<file path="src/rtl/fetch_queue.sv">
// Instruction prefetch queue: owns the fetch PC, issues one imem read per cycle, buffers words for decode.
// Optional macro FETCH_QUEUE_BYPASS_EN forwards a response straight to decode when the queue is empty.
module fetch_queue #(
  parameter int                DEPTH    = 4,
  parameter int                ADDR_W   = 32,
  parameter int                DATA_W   = 32,
  parameter logic [ADDR_W-1:0] RESET_PC = {ADDR_W{1'b0}}
) (
  input  logic                   clk,
  input  logic                   rst,
  output logic                   imem_req,
  output logic [ADDR_W-1:0]      imem_addr,
  input  logic [DATA_W-1:0]      imem_rdata,
  input  logic                   redirect,
  input  logic [ADDR_W-1:0]      redirect_pc,
  output logic                   out_valid,
  input  logic                   out_ready,
  output logic [DATA_W-1:0]      instruction,
  output logic [ADDR_W-1:0]      pc_out,
  output logic [ADDR_W-1:0]      pc_1,
  output logic [$clog2(DEPTH):0] count
);
  localparam int PW = $clog2(DEPTH);
  localparam int CW = PW + 1;

  logic [ADDR_W-1:0] fetch_pc;
  logic [ADDR_W-1:0] inflight_pc;
  logic              inflight;
  logic [PW-1:0]     head;
  logic [PW-1:0]     tail;
  logic [DATA_W-1:0] data_q [DEPTH];
  logic [ADDR_W-1:0] pc_q [DEPTH];
  logic              resp;
  logic              push;
  logic              pop;
  logic [CW:0]       credits;

  // Outstanding reads reserve a slot so a response always has room.
  assign credits   = {1'b0, count} + {{CW{1'b0}}, inflight};
  assign imem_req  = !rst && !redirect && (credits < (CW+1)'(DEPTH));
  assign imem_addr = fetch_pc;
  assign resp      = inflight && !redirect;

`ifdef FETCH_QUEUE_BYPASS_EN
  logic empty;
  logic bypass;
  assign empty       = (count == '0);
  assign bypass      = empty && resp;
  assign out_valid   = !empty || bypass;
  assign instruction = empty ? imem_rdata : data_q[head];
  assign pc_out      = empty ? inflight_pc : pc_q[head];
  assign push        = resp && !(bypass && out_ready);
  assign pop         = !empty && out_ready && !redirect;
`else
  assign out_valid   = (count != '0);
  assign instruction = data_q[head];
  assign pc_out      = pc_q[head];
  assign push        = resp;
  assign pop         = out_valid && out_ready && !redirect;
`endif

  assign pc_1 = pc_out + ADDR_W'(1);

  always_ff @(posedge clk) begin
    if (rst) begin
      fetch_pc    <= RESET_PC;
      inflight    <= 1'b0;
      inflight_pc <= RESET_PC;
      head        <= '0;
      tail        <= '0;
      count       <= '0;
    end else begin
      inflight    <= imem_req;
      inflight_pc <= fetch_pc;
      if (redirect) begin
        fetch_pc <= redirect_pc;
        head     <= '0;
        tail     <= '0;
        count    <= '0;
      end else begin
        if (imem_req) fetch_pc <= fetch_pc + ADDR_W'(1);
        if (push)     tail     <= tail + PW'(1);
        if (pop)      head     <= head + PW'(1);
        case ({push, pop})
          2'b10:   count <= count + CW'(1);
          2'b01:   count <= count - CW'(1);
          default: ;
        endcase
      end
    end
  end

  always_ff @(posedge clk) begin
    if (push && !rst) begin
      data_q[tail] <= imem_rdata;
      pc_q[tail]   <= inflight_pc;
    end
  end

  overflow_chk: assert property (@(posedge clk) disable iff (rst)
    !(push && !pop && count == CW'(DEPTH)));

endmodule
</file>
<file path="config.mk">
export PLATFORM = sky130hd
export DESIGN_NAME = fetch_queue
export DESIGN_NICKNAME = d
export VERILOG_FILES = /design/src/rtl/fetch_queue.sv
export SDC_FILE = /design/constraint.sdc
export NUM_CORES = 1
export LEC_CHECK = 0
export ABC_CLOCK_PERIOD_IN_PS = 2820
export CELL_PAD_IN_SITES_DETAIL_PLACEMENT = 0
export CELL_PAD_IN_SITES_GLOBAL_PLACEMENT = 1
export CORE_MARGIN = 2
export CORE_UTILIZATION = 33
export DETAILED_ROUTE_END_ITERATION = 12
export DONT_BUFFER_PORTS = 1
export GPL_TIMING_DRIVEN = 0
export PLACE_DENSITY_LB_ADDON = 0.1
export SLEW_MARGIN = 40
export SYNTH_ARGS = -nofsm -noshare
export SYNTH_HDL_FRONTEND = slang
export SYNTH_SLANG_ARGS = --single-unit
</file>
<file path="constraint.sdc">
create_clock -name clk -period 2.82 [get_ports clk]
set_clock_uncertainty 0.15 [all_clocks]
set_input_delay 0.423 -clock clk [delete_from_list [all_inputs] [get_ports clk]]
set_output_delay 0.423 -clock clk [all_outputs]
set_load 0.005 [all_outputs]
</file>
==> impl_metrics.csv <==
group,metric,value,unit
finish,syn2layout_area_growth,25.7,%
yosys,synth_top_area_share,58.9,%
timing,fin_crit,3470,ps
yosys,netlist_instances,802,
global_routing,grt_util_met1,19.4,%
timing,rsz0062_at_grt,"yes",
finish,fill_cells,3510,
timing,tightest_slew,659,ps
timing,fin_crit_sh,123,%
yosys,avgSynthCellArea,16.3,um^2
run,max_cap_violations,0,
routing,via_per_inst,5.06,
finish,fin_nets,1010,
die,die_x,203,um
yosys,synth-main-ff-cell,"edfxtp_1",
worst_setup_path,critical-path-top-delay-family,"simple AND/OR/NAND/NOR gates",
die,start_util,33.6,%
yosys,synth_largest_area_cell,"edfxtp_1",
yosys,synth-edff-count,256,
routing,first_pass_iters,5,
finish,antenna_cells,0,
cts,cts-root-buf,"clkbuf_16",
cts,tritoncts,"yes",
worst_setup_path,crit_chain,"buf_8 -> mux4_2 -> and4_4 -> nand4_1 -> or4_4 -> nor3_4 -> xor2_1",
global_routing,grt_pass1_wl,49300,um
worst_setup_path,critPathLaunchType,"flip-flop",
timing,slew_headroom,55.7,%
die,dieHeight,203,um
routing,wl,32700,um
worst_setup_path,cp_slowest_cell,"or4_4",
yosys,ys_types,56,
global_routing,met2_usage,27.3,%
routing,ant_nets,0,
finish,multiInputGateArea,3970,um^2
global_routing,use_met3,4.38,%
run_status,failed_checks,"setup timing",
cts,path_clk_slew,60,ps
die,row_count,72,
routing,route.detailed.drc,0,
yosys,synth_seq_cells,330,
timing,hold_ws,57.9,ps
worst_setup_path,r2r_slack,90,ps
power_and_ir_drop,p_per_area,655,nW/um^2
worst_setup_path,critPathCaptureType,"primary output",
cts,numClockSinks,330,
timing,worst_slack,-651,ps
placed_design,gp_congestion,0.804,
yosys,synth_area,13100,um^2
routing,drt_iter0_drc,295,
cts,clockBufferDepth,3,
cts,cts_buffers,37,
worst_setup_path,cp_num_buf_inv,1,
yosys,postSynth.asyncResetShare,0,%
power_and_ir_drop,p_leak,5.51,nW
placed_design,dp_hpwl,22700,um
die,io_pins,201,
cts,clock_latency,520,ps
timing,drv_slew,0,
routing,via_count,7491,
worst_setup_path,critPathRequiredTime,2250,ps
run_status,outcome,"finished, violations left",
finish,drive_gt1_share,24.5,%
worst_setup_path,path_max_fanout,10,
die,coreArea,38800,um^2
finish,final_area,16400,um^2
global_routing,top_usage_layer,"met2",
worst_hold_path,min_path_type,"in2reg",
yosys,yosys_warnings,0,
yosys,synth_nets,878,
die,fp.dieArea,41200,um^2
placed_design,place.port_buffers,0,
worst_setup_path,cp_data_arrival_time,2900,ps
global_routing,grt_overflow,0,
routing,wire_per_inst,22.1,um
global_routing,antenna_found_initial,0,
global_routing,track_usage,15.9,%
yosys,yosys-top-cells-area,"edfxtp_1 (59%), dfxtp_1 (11%), mux4_2 (9.0%)",
timing,finalHoldViolCount,0,
timing,fmax,288,MHz
power_and_ir_drop,irDropWorstVdd,0.315,mV
worst_setup_path,max_stage_delay,590,ps
timing,setup_viol,28,
placed_design,placed_cell_area,13900,um^2
cts,htreeDepth,2,
global_routing,grt_max_degree,32,
finish,seq_area,9180,um^2
global_routing,grt_pass1_vias,8053,
worst_setup_path,critical_path_class,"reg2out",
yosys,ys_seq_area_share,70.2,%
## routing by layer
layer / part of all wire [%] / wire length, um
met2: 50 / 16200
met4: 2.4 / 785
met5: 0 / 0
met3: 7.6 / 2480
met1: 40 / 13200
## cell families after synthesis
logic type               count (synthesis)  share of synthesized area, %
multiplexers                            66                          11.5
AND/OR/NAND/NOR                        222                          8.97
AO/OA/AOI/OAI                           88                          4.07
buffers and inverters                   52                          1.89
flip-flops                             330                          70.2
XOR/XNOR                                36                          2.47
adder cells (fa/ha/maj)                  8                         0.824
## per-stage QoR
step / std cells / util (%) / setup TNS [ps] / total power, mW / setup WS (ps)
floorplan: 802 / - / 0 / 5.60 / 78.8
CTS: 1469 / 41.8 / -14010 / 10.9 / -756
finish: 1479 / 42.3 / -11700 / 10.7 / -651
global route: 1479 / 42.3 / -14920 / 11.1 / -742
global placement: 1320 / 35.3 / -103940 / 5.70 / -449
detailed placement: 1328 / 35.8 / -18120 / 5.71 / -444
## cell usage in the layout (no fill, tap or decap), types with 5 or more instances in the layout
cell type        n
bufinv_16        7
a31oi_1         12
edfxtp_1       256
nor3_1           7
buf_12          10
a21oi_1         31
buf_6            9
o21ai_0         25
nand4_1         17
nor2_1          38
xor2_1          10
dlygate4sd3_1   63
nor2_2           8
buf_8            8
mux4_2          64
nor2b_1         35
dfxtp_1         71
or3_1            6
clkbuf_2         5
xnor2_1          6
buf_4           14
ha_1             6
nand3_1         12
xnor2_2         15
a221oi_1         6
clkbuf_16       39
clkbuf_1        25
nand2_1         41
inv_1           14
## what timing repair did
action,4_1_cts,5_1_grt
gates resized for setup,92,39
buffers inserted,13,12
hold endpoints to repair,158,0
setup endpoints to repair,80,61
pin swaps,16,19
hold buffers,63,0
## registers in the layout, summed over array words and instances (netlist names), named ones only
| signal | flops |
|---|---|
| pc_q | 128 |
| head | 2 |
| data_q | 128 |
| inflight | 1 |
| count | 3 |
| tail | 2 |
| imem_addr | 32 |
| inflight_pc | 32 |
## Yosys cell counts, types with 8 or more instances
cell type,n
nor3_1,8
nor2b_1,36
a31oi_1,12
inv_1,15
nand4_1,17
mux4_1,12
dfxtp_1,74
nor2_1,49
mux4_2,52
nand3_1,17
a21oi_1,31
xor2_1,14
xnor2_1,21
clkbuf_1,22
edfxtp_1,256
nand2_1,46
o21ai_0,25
## layout make-up
cell class / count / share of cell area [%]
sequential: 330 / 55.9
multi-input combinational: 420 / 24.2
timing repair buffer: 95 / 6.24
clock buffer: 49 / 6.17
tap: 518 / 3.95
clock inverter: 17 / 1.69
buffer: 35 / 1.54
inverter: 15 / 0.343
## worst paths after layout
path              cells after the start            start             to
setup reg to reg                      7     imem_addr[1]  imem_addr[24]
hold reg to reg                       0  inflight_pc[20]    pc_q[3][20]
hold / removal                        2  redirect_pc[31]  imem_addr[31]
setup / recovery                      7        flip-flop       pc_1[30]
## power breakdown
part           internal (mW)  switching, mW
clock network           3.18           1.86
logic                  0.149          0.184
registers               5.29         0.0810
total                   8.62           2.12
Power figures use the tool's default switching activity.
